File: src/rtl/adj_feature_aggregator.sv
// ----------------------------------------------------------------------------
// adj_feature_aggregator
//   Graph-convolution aggregation stage. On agg_start (accepted in IDLE only)
//   the N x N adjacency matrix and the node feature matrix X are captured,
//   then AGG = (A + I*ADD_SELF_LOOP) * X is built one adjacency entry (i,j)
//   per cycle. Each finished row is written to agg_mat as soon as its last
//   column has been visited; agg_done pulses once when the whole matrix is
//   valid.
//
// Ports
//   clk        rising-edge clock
//   rst_n      synchronous active-low reset (priority over everything)
//   agg_start  start request, ignored unless IDLE
//   adj_mat    adjacency rows, adj_mat[i][j]=1 means edge i-j
//   feat_mat   packed feature matrix, feat_mat[node][feature]
//   agg_mat    aggregated features, row i = sum of X[j] over neighbours j
//   agg_busy   high while accumulating and in the done cycle
//   agg_done   one-cycle pulse, agg_mat valid from this cycle
// ----------------------------------------------------------------------------
module adj_feature_aggregator #(
   parameter  int NUM_OF_NODES    = 6,
   parameter  int NUM_OF_FEATURES = 3,
   parameter  int FEATURE_WIDTH   = 5,
   parameter  int ADD_SELF_LOOP   = 1,
   localparam int ACC_WIDTH       = FEATURE_WIDTH + $clog2(NUM_OF_NODES + 1)
) (
   input  logic clk,
   input  logic rst_n,
   input  logic agg_start,
   input  logic [NUM_OF_NODES-1:0] adj_mat [NUM_OF_NODES-1:0],
   input  logic [NUM_OF_NODES-1:0][NUM_OF_FEATURES-1:0][FEATURE_WIDTH-1:0] feat_mat,
   output logic [NUM_OF_NODES-1:0][NUM_OF_FEATURES-1:0][ACC_WIDTH-1:0]     agg_mat,
   output logic agg_busy,
   output logic agg_done
);

   localparam int IDX_W = (NUM_OF_NODES > 1) ? $clog2(NUM_OF_NODES) : 1;
   localparam logic [IDX_W-1:0] LAST_IDX = IDX_W'(NUM_OF_NODES - 1);
   localparam bit SELF_LOOP = (ADD_SELF_LOOP != 0);

   typedef enum logic [1:0] {S_IDLE, S_ACC, S_DONE} state_t;

   state_t state, state_nxt;

   logic [NUM_OF_NODES-1:0] adj_copy [NUM_OF_NODES-1:0];
   logic [NUM_OF_NODES-1:0][NUM_OF_FEATURES-1:0][FEATURE_WIDTH-1:0] feat_copy;
   logic [NUM_OF_FEATURES-1:0][ACC_WIDTH-1:0] acc;
   logic [NUM_OF_FEATURES-1:0][ACC_WIDTH-1:0] acc_nxt;
   logic [IDX_W-1:0] i_cnt;
   logic [IDX_W-1:0] j_cnt;
   logic             hit;
   logic             last_col;
   logic             last_row;

   assign last_col = (j_cnt == LAST_IDX);
   assign last_row = (i_cnt == LAST_IDX);

   // Diagonal input bits are ORed with the self-loop term so a node that
   // already lists itself as a neighbour is counted once.
   assign hit = adj_copy[i_cnt][j_cnt] | (SELF_LOOP & (i_cnt == j_cnt));

   // ---- entry evaluation: running row sum including entry (i,j) ----
   always_comb begin
      for (int f = 0; f < NUM_OF_FEATURES; f++) begin
         acc_nxt[f] = acc[f];
         if (hit) begin
            acc_nxt[f] = acc[f] + ACC_WIDTH'(feat_copy[j_cnt][f]);
         end
      end
   end

   // ---- FSM state register ----
   always_ff @(posedge clk) begin
      if (!rst_n) begin
         state <= S_IDLE;
      end else begin
         state <= state_nxt;
      end
   end

   // ---- FSM next state ----
   always_comb begin
      state_nxt = state;
      case (state)
         S_IDLE:  if (agg_start) state_nxt = S_ACC;
         S_ACC:   if (last_row && last_col) state_nxt = S_DONE;
         S_DONE:  state_nxt = S_IDLE;
         default: state_nxt = S_IDLE;
      endcase
   end

   // ---- FSM outputs ----
   always_comb begin
      agg_busy = 1'b0;
      agg_done = 1'b0;
      case (state)
         S_ACC:   agg_busy = 1'b1;
         S_DONE: begin
            agg_busy = 1'b1;
            agg_done = 1'b1;
         end
         default: ;
      endcase
   end

   // ---- capture / accumulate / row write-back ----
   always_ff @(posedge clk) begin
      if (!rst_n) begin
         agg_mat <= '0;
         acc     <= '0;
         i_cnt   <= '0;
         j_cnt   <= '0;
      end else begin
         case (state)
            S_IDLE: begin
               if (agg_start) begin
                  adj_copy  <= adj_mat;
                  feat_copy <= feat_mat;
                  acc       <= '0;
                  i_cnt     <= '0;
                  j_cnt     <= '0;
               end
            end
            S_ACC: begin
               if (last_col) begin
                  agg_mat[i_cnt] <= acc_nxt;
                  acc            <= '0;
                  j_cnt          <= '0;
                  i_cnt          <= last_row ? '0 : i_cnt + IDX_W'(1);
               end else begin
                  acc   <= acc_nxt;
                  j_cnt <= j_cnt + IDX_W'(1);
               end
            end
            default: ;
         endcase
      end
   end

endmodule
File: config.mk
export PLATFORM = sky130hd
export DESIGN_NAME = adj_feature_aggregator
export DESIGN_NICKNAME = d
export VERILOG_FILES = /design/src/rtl/adj_feature_aggregator.sv
export SDC_FILE = /design/constraint.sdc
export NUM_CORES = 1
export LEC_CHECK = 0
export CAP_MARGIN = 30
export CORE_MARGIN = 2
export CORE_UTILIZATION = 45
export CTS_BUF_LIST = sky130_fd_sc_hd__clkbuf_8
export DETAILED_ROUTE_END_ITERATION = 16
export GPL_TIMING_DRIVEN = 0
export MAX_ROUTING_LAYER = met4
export PLACE_DENSITY = 0.73
export REMOVE_ABC_BUFFERS = 1
export SLEW_MARGIN = 15
export SYNTH_ARGS = -nofsm -noshare
export SYNTH_HDL_FRONTEND = slang
export SYNTH_SLANG_ARGS = --single-unit
File: constraint.sdc
create_clock -name clk -period 13.7 [get_ports clk]
set_clock_uncertainty 0.05 [all_clocks]
set_input_delay 1.37 -clock clk [delete_from_list [all_inputs] [get_ports clk]]
set_output_delay 1.37 -clock clk [all_outputs]
set_load 0.01 [all_outputs]
Word-level counts from Yosys, hierarchy flattened
Index checks and enable logic that the tools add are counted.
Cells by class
  $add $sub $neg: 5
  $lt $le $gt $ge: 3
  eq/ne operators: 8
  multiplexer cells: 26
  bitwise operators: 1
  reduce and logical (&&, ||, !) cells: 10
Operators by type and width (number)
  bitwise mux 144 bit: 1
  demux 24 bit (select 3 bit): 1
  2-to-1 mux 24 bit: 3
  one-hot mux 24 bit (2 select lines): 1
  binary-select mux 15 bit (select 3 bit): 1
  adder 8 x 5 -> 8 bit: 3
  2-to-1 mux 8 bit: 3
  binary-select mux 6 bit (select 3 bit): 1
  2-to-1 mux 15 bit: 1
  2-to-1 mux 3 bit: 4
  one-hot mux 3 bit (2 select lines): 2
  less-than comparator 3 x 4 -> 1 bit (second input constant): 2
  adder 3 x 1 -> 3 bit (second input constant): 2
  == test 3 bit (second input constant): 2
  2-to-1 mux 6 bit: 1
  != test 2 bit (second input constant): 3
  AND reduction 2 bit: 3
  AND reduction 3 bit: 2
  2-to-1 mux 2 bit: 2
  one-hot mux 2 bit (2 select lines): 1
  binary-select mux 1 bit (select 3 bit): 1
  == test 3 bit: 1
  greater-or-equal comparator 3 x 1 -> 1 bit (second input constant): 1
  2-to-1 mux 1 bit: 3
  other kinds (7): 8
Word-level totals
  bits in registers: 302
  word-level logic and storage cells: 101

Logic depth before layout (Yosys ltp)
Gate-level depths: netlist of run 1.
  word-level depth: 8
  depth in mapped cells: 14
  gate-level depth less buffers: 12

Worst setup path after synthesis of run 1
Ideal clock, no wire load.
  path kind: input-to-reg
  from: in rst_n
  to: reg adj_copy[0] in the netlist's numbering (enable)
  arrival: 4.883 ns
  setup slack: 8.266 ns
  stages: 3
  cells stage by stage: clkbuf_1 -> clkbuf_1 -> and3_1
Between the ends
  longest elaborated chain between the ends: 1
Ends and longest elaborated chain
  start: declaration: RTL line 28  | input logic rst_n,
  AND reduction 3 bit (no source line)
  end signal: assignment: RTL line 117  | adj_copy <= adj_mat;
  end: declaration: RTL line 45  | logic [NUM_OF_NODES-1:0] adj_copy [NUM_OF_NODES-1:0];
No other way between the ends.
A chain may end at the register's enable or synchronous reset.

Final worst setup path of run 1
  from: reg j_cnt[2]
  to: reg agg_mat[37] in the netlist's numbering
Between the ends
  longest elaborated chain between the ends: 5
  elaborated cells between the ends (all ways): 11
Ends and longest elaborated chain
  start: declaration: RTL line 50  | logic [IDX_W-1:0] j_cnt;
  start signal: assignment: RTL line 132  | j_cnt <= j_cnt + IDX_W'(1);
  binary-select mux 15 bit (select 3 bit) or binary-select mux 1 bit (select 3 bit) (tied branches): RTL line 67, 60
  2-to-1 mux 15 bit or 2-to-1 mux 1 bit (tied branches)
  adder 8 x 5 -> 8 bit or bitwise OR 1 bit (tied branches): RTL line 67, 60
  2-to-1 mux 8 bit: RTL line 66  | if (hit) begin
  bitwise mux 144 bit: RTL line 126  | agg_mat[i_cnt] <= acc_nxt;
  end signal: indexed assignment: RTL line 126
  end: declaration: RTL line 32  | output logic [NUM_OF_NODES-1:0][NUM_OF_FEATURES-1:0][ACC_WIDTH-1:0] agg_mat,
Several ways; a longest one is shown, not always the timed one. The select of a mux whose other input is x is not followed.

==> metrics.txt, run 1 <==
# TYPE chip_impl_metric gauge
chip_impl_info{name="run_status",value="complete, no violations"} 1
chip_impl_metric{name="pwr_per_cell_area",unit="nW/um^2"} 117.3
chip_impl_metric{name="htreeDepth",unit=""} 2
chip_impl_metric{name="route.detailed.drc",unit=""} 0
chip_impl_info{name="worstSetupEndpointType",value="register"} 1
chip_impl_info{name="timing.setup.critical_path_class",value="register to register"} 1
chip_impl_metric{name="total_core_area",unit="sq um"} 26800
chip_impl_metric{name="timing.max_cap.violations",unit=""} 0
chip_impl_metric{name="finish.net_count",unit=""} 1432
chip_impl_metric{name="clock_path_buffers",unit=""} 3
chip_impl_metric{name="detailed_place_hpwl",unit="microns"} 21170
chip_impl_metric{name="leakage",unit="nW"} 5.676
chip_impl_metric{name="synth_area",unit="sq um"} 12230
chip_impl_info{name="cts_tree",value="done"} 1
chip_impl_metric{name="final_cell_count_no_fill",unit=""} 1658
chip_impl_metric{name="firstDrtPassIters",unit=""} 5
chip_impl_metric{name="cts_repair_resize_count",unit=""} 0
chip_impl_metric{name="synth_top_area_share",unit="%"} 30.95
chip_impl_info{name="crit_end",value="agg_mat[37]$_SDFFE_PN0P_"} 1
chip_impl_metric{name="ios",unit=""} 275
chip_impl_info{name="hp-class",value="register to register"} 1
chip_impl_metric{name="total_power",unit="mW"} 1.914
chip_impl_info{name="post-synth-top-area-cell",value="edfxtp_1"} 1
chip_impl_metric{name="drt-vias-per-instance",unit=""} 5.495
chip_impl_metric{name="timing_worst_slew_pin_value",unit="ps"} 873.0
chip_impl_metric{name="min_period",unit="ps"} 4134
chip_impl_metric{name="r2r_slack",unit="ps"} 9570
chip_impl_metric{name="worst_ir_drop_vdd",unit="mV"} 0.08676
chip_impl_metric{name="ys_seq_area_share",unit="%"} 59.77
chip_impl_metric{name="max_freq",unit="MHz"} 241.9
chip_impl_metric{name="number_of_buffers_inserted_during_clock_tree_synthesis",unit=""} 49
chip_impl_metric{name="drt.antenna.violating_nets",unit=""} 0
chip_impl_metric{name="slew-limit-headroom",unit="%"} 41.36
chip_impl_metric{name="placement.io_buffers",unit=""} 274
chip_impl_metric{name="n_antenna_cell",unit=""} 0
chip_impl_metric{name="timing.final.hold_violations",unit=""} 0
chip_impl_metric{name="clkTransAtPathRegs",unit="ps"} 60
chip_impl_metric{name="multiInputGateArea",unit="sq um"} 4501
chip_impl_metric{name="grt_max_degree",unit=""} 104
chip_impl_metric{name="global_route_wire_length_before_repair",unit="microns"} 47390
chip_impl_metric{name="cts_hold_repair.buffers",unit=""} 0
chip_impl_metric{name="grt_use_total",unit="%"} 21.49
chip_impl_info{name="timing.rr.start",value="j_cnt[2]$_SDFFE_PN0P_"} 1
chip_impl_metric{name="timing.critical_path.required",unit="ps"} 14050
chip_impl_info{name="critical_path.startpoint_type",value="register"} 1
chip_impl_metric{name="report.final.slew_viol_count",unit=""} 0
chip_impl_metric{name="timing.reg2reg.worst_path_depth",unit=""} 10
chip_impl_info{name="crit_path_start",value="j_cnt[2]$_SDFFE_PN0P_"} 1
chip_impl_metric{name="ys_ff_latch",unit=""} 302
chip_impl_metric{name="grt_antenna_before_repair",unit=""} 0
chip_impl_metric{name="setup_total_negative_slack",unit="ps"} 0
chip_impl_metric{name="worst-endpoint-arrival",unit="ps"} 4480
chip_impl_metric{name="numPlacedInstances",unit=""} 1571
chip_impl_metric{name="synth_edf_count",unit=""} 126
chip_impl_info{name="root_buffer",value="clkbuf_8"} 1
chip_impl_metric{name="area_overhead_vs_synth",unit="%"} 33.47
chip_impl_metric{name="finalWeightedCongestion",unit=""} 0.8173
chip_impl_metric{name="setup_viols_final",unit=""} 0
chip_impl_info{name="grt_setup_unrepaired",value="no"} 1
chip_impl_metric{name="route.detailed.wl_per_inst",unit="microns"} 18.35
chip_impl_metric{name="syn-instance-count",unit=""} 1018
chip_impl_metric{name="grt_overflow_total",unit=""} 0
chip_impl_metric{name="design.die.area",unit="sq um"} 28500
chip_impl_metric{name="placement.setup.worst_slack",unit="ps"} 9473
chip_impl_metric{name="floorplan.initialDensity",unit="%"} 45.62
chip_impl_info{name="critical_path.reg2reg.endpoint",value="agg_mat[37]$_SDFFE_PN0P_"} 1
chip_impl_metric{name="clkLatencyLatePin",unit="ps"} 560
chip_impl_metric{name="row_count",unit=""} 60
chip_impl_metric{name="fraction_of_final_layout_cells_with_drive_strength_greater_than_1",unit="%"} 11.09
chip_impl_metric{name="postRouteWirelength",unit="microns"} 30430
chip_impl_metric{name="yosys.cell_types.count",unit=""} 69
chip_impl_metric{name="dr_total_vias",unit=""} 9111
chip_impl_metric{name="yosys_warnings",unit=""} 0
chip_impl_metric{name="share_of_synthesized_flip_flops_with_an_asynchronous_set_or_reset",unit="%"} 0
chip_impl_metric{name="dieHeight",unit="microns"} 168.8
chip_impl_metric{name="setup_ws_post_layout",unit="ps"} 9566
chip_impl_metric{name="x_dimension_of_the_die",unit="microns"} 168.8
chip_impl_metric{name="numClockSinks",unit=""} 302
chip_impl_metric{name="post_synth.cell_area_avg",unit="sq um"} 12.01
chip_impl_metric{name="postCtsSetupBuffers",unit=""} 0
chip_impl_metric{name="hold-worst-slack",unit="ps"} 418.3
chip_impl_metric{name="post-route-period-util",unit="%"} 30.18
chip_impl_metric{name="n_fill_cell",unit=""} 2131
chip_impl_metric{name="grt_pass1_vias",unit=""} 8855
chip_impl_info{name="synth_ff_type",value="dfxtp_1"} 1
chip_impl_metric{name="detailedRoute.firstIterationViolations",unit=""} 641
chip_impl_metric{name="ff_latch_area",unit="sq um"} 7311
chip_impl_metric{name="worstPathMaxFanout",unit=""} 23
chip_impl_info{name="synth_area_leaders",value="edfxtp_1 (31%), dfxtp_1 (29%), o21ai_0 (4.6%)"} 1
==> stage by stage <==
| stage | util (%) | instance area (sq um) |
|---|---|---|
| floorplan | - | 11850 |
| global placement | 56.04 | 15020 |
| detailed placement | 57.25 | 15340 |
| CTS | 60.83 | 16300 |
| global route | 60.88 | 16320 |
| finish | 60.88 | 16320 |
==> state kept, by name, indices dropped and copies added, names as in the netlist <==
register,cells
acc,24
j_cnt,3
feat_copy,90
agg_mat,144
adj_copy,36
i_cnt,3
state,2
==> cells in the mapped netlist (6+ instances only) <==
| library cell | count |
|---|---|
| nand2_1 | 30 |
| a21oi_1 | 92 |
| dfxtp_1 | 176 |
| nand3b_1 | 7 |
| a311oi_1 | 13 |
| edfxtp_1 | 126 |
| xnor2_1 | 10 |
| ha_1 | 18 |
| o211ai_1 | 8 |
| a31oi_1 | 12 |
| a21oi_2 | 6 |
| a211oi_1 | 18 |
| clkbuf_1 | 60 |
| mux2i_1 | 25 |
| inv_1 | 23 |
| nand4_1 | 7 |
| mux4_2 | 15 |
| mux2i_4 | 11 |
| nor2_1 | 41 |
| a32o_1 | 15 |
| o22ai_1 | 24 |
| o2111ai_1 | 6 |
| a21o_1 | 7 |
| nor2b_1 | 8 |
| o21ai_0 | 113 |
| o21ai_1 | 8 |
| buf_2 | 6 |
| nor3_1 | 11 |
| nand3_1 | 30 |
| xor2_1 | 6 |
==> worst max-delay path, stage by stage (launching register included) <==
cell and delay (ps):
dfxtp_1 880, nand2b_1 590, o22ai_1 510, ha_1 310
a21o_1 180, a21oi_1 220, o21bai_1 110, a21oi_1 260
a41oi_2 100, xnor2_1 600, a211oi_1 150
==> logic make-up after synthesis <==
group	count (synthesis)	share of synthesized area (%)
AND/OR/NAND/NOR	168	7.543
AO/OA/AOI/OAI	352	18.06
adder cells (fa/ha/maj)	21	2.333
multiplexers	56	7.328
flip-flops	302	59.77
buffers and inverters	103	3.817
XOR/XNOR	16	1.146
==> how the worst min path moves through the flow <==
| stage | endpoint | slack (ps) | from | cells after the start |
|---|---|---|---|---|
| floorplan | agg_mat[50]$_SDFFE_PN0P_ | 440 | agg_mat[50]$_SDFFE_PN0P_ | 2 |
| global placement | agg_mat[90]$_SDFFE_PN0P_ | 400 | agg_mat[90]$_SDFFE_PN0P_ | 2 |
| detailed placement | agg_mat[26]$_SDFFE_PN0P_ | 410 | agg_mat[26]$_SDFFE_PN0P_ | 2 |
| CTS | agg_mat[90]$_SDFFE_PN0P_ | 420 | agg_mat[90]$_SDFFE_PN0P_ | 2 |
| global route | agg_mat[50]$_SDFFE_PN0P_ | 440 | agg_mat[50]$_SDFFE_PN0P_ | 2 |
| finish | agg_mat[30]$_SDFFE_PN0P_ | 420 | agg_mat[30]$_SDFFE_PN0P_ | 2 |
==> final cells by class <==
type,instances,share of cell area [%]
timing repair buffer,292,18.56
inverter,24,0.5598
tap,341,2.615
clock buffer,58,4.892
multi-input combinational,613,27.58
sequential,302,44.80
clock inverter,28,0.9892
==> where the power goes <==
part | switching, mW | leakage, nW | total (mW) | internal [mW]
clock network | 0.340 | 0.568 | 0.759 | 0.419
logic | 0.0970 | 2.52 | 0.181 | 0.0840
registers | 0.0129 | 2.59 | 0.975 | 0.962
total | 0.449 | 5.68 | 1.91 | 1.47
==> layout by cell type, fill, tap and decap left out, types with 5 or more instances in the layout <==
cell type and instances:
o21a_1 5, nand4_1 7, mux2i_4 11, nor3_1 8, mux4_2 15, nand3_1 30
a211oi_1 18, or4_1 5, o22ai_1 24, a22oi_1 5, mux2i_1 25, dfxtp_1 175
a31oi_1 12, clkdlybuf4s50_1 273, a21oi_1 92, or3_4 5, clkbuf_8 58, buf_4 6
xor2_1 6, inv_1 43, nand2_1 30, a21oi_2 6, a21o_1 7, nand2b_1 5
o211ai_1 8, a311oi_1 13, nor2b_1 8, ha_1 18, nand3b_1 7, edfxtp_1 126
a32o_1 15, nor2_1 39, o2111ai_1 6, o21ai_1 8, xnor2_1 10, o21ai_0 112
==> routing by layer <==
| layer | share of wire (%) | up-vias | wire (microns) | global-route usage [%] |
|---|---|---|---|---|
| li1 | - | 4390 | - | - |
| met1 | 44 | 4346 | 13290 | 27.71 |
| met2 | 47 | 332 | 14320 | 34.21 |
| met3 | 7.1 | 43 | 2157 | 4.863 |
| met4 | 2.2 | 0 | 662 | 6.184 |
| met5 | 0 | - | 0 | - |
Note: power is estimated with default switching activity, not from simulation.
==> run 2, diff against run 1 <==
==> constraint.sdc (replaced) <==
create_clock -name clk -period 3.85 [get_ports clk]
set_clock_uncertainty 0.05 [all_clocks]
set_input_delay 0.385 -clock clk [delete_from_list [all_inputs] [get_ports clk]]
set_output_delay 0.385 -clock clk [all_outputs]
set_load 0.01 [all_outputs]
==> metrics.txt, run 2 (synthesis gave the netlist of run 1 again) <==
# TYPE chip_impl_metric gauge
chip_impl_metric{name="report.final.slew_viol_count",unit=""} 0
chip_impl_metric{name="post-route-period-util",unit="%"} 96.23
chip_impl_info{name="cts_tree",value="done"} 1
chip_impl_info{name="critical_path.startpoint_type",value="register"} 1
chip_impl_metric{name="worstPathMaxFanout",unit=""} 26
chip_impl_metric{name="finalWeightedCongestion",unit=""} 0.8173
chip_impl_metric{name="total_core_area",unit="sq um"} 26800
chip_impl_metric{name="leakage",unit="nW"} 5.681
chip_impl_metric{name="global_route.usage.met2",unit="%"} 34.41
chip_impl_metric{name="timing.max_cap.violations",unit=""} 0
chip_impl_metric{name="setup_viols_final",unit=""} 0
chip_impl_metric{name="numPlacedInstances",unit=""} 1571
chip_impl_metric{name="x_dimension_of_the_die",unit="microns"} 168.8
chip_impl_metric{name="min_period",unit="ps"} 3705
chip_impl_metric{name="met3_routing_resource_usage_after_global_routing",unit="%"} 4.910
chip_impl_metric{name="drt.antenna.violating_nets",unit=""} 0
chip_impl_metric{name="number_of_flip_flops_under_the_largest_register_name",unit=""} 144
chip_impl_metric{name="numClockSinks",unit=""} 302
chip_impl_metric{name="finish.net_count",unit=""} 1433
chip_impl_info{name="hp-class",value="input port to register"} 1
chip_impl_metric{name="global_route_wire_length_before_repair",unit="microns"} 47550
chip_impl_metric{name="worst-endpoint-arrival",unit="ps"} 4060
chip_impl_metric{name="route.detailed.wl_per_inst",unit="microns"} 18.58
chip_impl_metric{name="pwr_per_cell_area",unit="nW/um^2"} 417.4
chip_impl_metric{name="share_seq_of_total_power",unit="%"} 50.7
chip_impl_metric{name="dieHeight",unit="microns"} 168.8
chip_impl_info{name="root_buffer",value="clkbuf_8"} 1
chip_impl_metric{name="number_of_buffers_inserted_during_clock_tree_synthesis",unit=""} 49
chip_impl_metric{name="r2r_slack",unit="ps"} 150
chip_impl_metric{name="firstDrtPassIters",unit=""} 5
chip_impl_metric{name="timing.critical_path.required",unit="ps"} 4200
chip_impl_metric{name="ios",unit=""} 275
chip_impl_info{name="final_common_cell",value="clkdlybuf4s50_1"} 1
chip_impl_info{name="grt_setup_unrepaired",value="yes"} 1
chip_impl_metric{name="pwr-share-clk",unit="%"} 39.6
chip_impl_metric{name="grt_pass1_vias",unit=""} 8876
chip_impl_metric{name="grt_max_degree",unit=""} 104
chip_impl_metric{name="floorplan.initialDensity",unit="%"} 45.62
chip_impl_metric{name="netSwitchingPower",unit="mW"} 1.611
chip_impl_metric{name="clkTransAtPathRegs",unit="ps"} 70
chip_impl_metric{name="max_freq",unit="MHz"} 269.9
chip_impl_metric{name="route.detailed.drc",unit=""} 0
chip_impl_metric{name="design.die.area",unit="sq um"} 28500
chip_impl_metric{name="worst_ir_drop_vdd",unit="mV"} 0.3086
chip_impl_info{name="timing.setup.critical_path_class",value="register to register"} 1
chip_impl_metric{name="n_antenna_cell",unit=""} 0
chip_impl_info{name="largest_register",value="agg_mat"} 1
chip_impl_metric{name="grt_use_total",unit="%"} 21.61
chip_impl_metric{name="placed_cell_areas",unit="sq um"} 15340
chip_impl_metric{name="detailed_place_hpwl",unit="microns"} 21170
chip_impl_metric{name="grt_overflow_total",unit=""} 0
chip_impl_info{name="most-common-layout-cells",value="clkdlybuf4s50_1 (273), dfxtp_1 (172), edfxtp_1 (126)"} 1
chip_impl_metric{name="p_int",unit="mW"} 5.218
chip_impl_metric{name="dr_total_vias",unit=""} 9144
chip_impl_metric{name="postRouteWirelength",unit="microns"} 30820
chip_impl_info{name="worstSetupEndpointType",value="register"} 1
chip_impl_metric{name="final_cell_count_no_fill",unit=""} 1659
chip_impl_metric{name="setup_total_negative_slack",unit="ps"} 0
chip_impl_metric{name="timing.final.hold_violations",unit=""} 0
chip_impl_metric{name="sw_frac_of_total",unit="%"} 23.59
chip_impl_metric{name="clock_path_buffers",unit=""} 3
chip_impl_metric{name="htreeDepth",unit=""} 2
chip_impl_metric{name="grt_antenna_before_repair",unit=""} 0
chip_impl_metric{name="detailedRoute.firstIterationViolations",unit=""} 730
chip_impl_info{name="layout_top_registers",value="agg_mat x144, feat_copy x90, adj_copy x36"} 1
chip_impl_metric{name="drt-vias-per-instance",unit=""} 5.512
chip_impl_metric{name="timing_worst_slew_pin_value",unit="ps"} 895.2
chip_impl_info{name="run_status",value="complete, no violations"} 1
chip_impl_metric{name="area_overhead_vs_synth",unit="%"} 33.83
chip_impl_metric{name="hold-worst-slack",unit="ps"} 201.8
chip_impl_metric{name="pwr-share-comb",unit="%"} 9.7
chip_impl_metric{name="finish.instance_area",unit="sq um"} 16360
chip_impl_metric{name="met1_usage",unit="%"} 27.80
chip_impl_info{name="globalRoute.busiestLayer",value="met2"} 1
chip_impl_metric{name="row_count",unit=""} 60
chip_impl_metric{name="placement.io_buffers",unit=""} 274
chip_impl_metric{name="fraction_of_final_layout_cells_with_drive_strength_greater_than_1",unit="%"} 11.76
chip_impl_metric{name="slew-limit-headroom",unit="%"} 39.87
chip_impl_metric{name="clkLatencyLatePin",unit="ps"} 560
## run 2: cell count changes in the layout (fill, tap and decap cells not counted), moves of 2 or more
cell,delta
dfxtp_1,-3
dfxtp_2,+3
o21ai_1,-2
o21ai_2,+2
## run 2: critical path, cell delays in order, from the launching register on
cell      delay [ps]
dfxtp_2          690
nor2b_1          100
a211oi_1         280
a211oi_1         140
o311ai_4         520
nand4_4          740
mux2i_1          800
o21ai_0          210
## run 2: area by class of cell
type,count,area [sq um]
Fill cell,2120,10440
Timing Repair Buffer,293,3048
Inverter,24,91.34
Multi-Input combinational cell,613,4522
Clock inverter,28,161.4
Clock buffer,58,798.3
Tap cell,341,426.7
Sequential cell,302,7315
## run 2: worst paths after layout
check,startpoint,endpoint,cells past startpoint
max,i_cnt[1]$_SDFFE_PN0P_,agg_mat[18]$_SDFFE_PN0P_,7
min,rst_n,agg_mat[1]$_SDFFE_PN0P_,3
max reg2reg,i_cnt[1]$_SDFFE_PN0P_,agg_mat[18]$_SDFFE_PN0P_,7
min reg2reg,agg_mat[30]$_SDFFE_PN0P_,agg_mat[30]$_SDFFE_PN0P_,2
## run 2: through the flow
| stage | power (mW) | utilization [%] | setup slack (ps) |
|---|---|---|---|
| finish | 6.830 | 61.05 | 145.2 |
| CTS | 6.888 | 60.92 | 58.20 |
| floorplan | 3.893 | - | -1115 |
| detailed placement | 4.185 | 57.25 | -377.1 |
| global route | 7.089 | 61.05 | -169.0 |
| global placement | 4.163 | 56.04 | -5033 |
## run 2: power by group through the flow
stage	sequential (mW)	combinational [mW]	clock, mW
after floorplan	3.54	0.355	0
after global placement	3.55	0.612	0
after detailed placement	3.54	0.645	0
after CTS	3.47	0.657	2.77
after global routing	3.47	0.716	2.91
final	3.46	0.662	2.71
## run 2: repair_timing
item / 4_1_cts / 5_1_grt
pin swaps: 0 / 0
gates cloned: 0 / 0
setup buffers: 1 / 1
hold buffers: 0 / 0
setup endpoints to repair: 73 / 38
gates resized for setup: 3 / 5
## run 2: routing by layer
| metal | vias to the layer above | share of wire (%) |
|---|---|---|
| met4 | 0 | 2.3 |
| met1 | 4382 | 44 |
| li1 | 4392 | - |
| met3 | 46 | 6.8 |
| met2 | 324 | 47 |
| met5 | - | 0 |
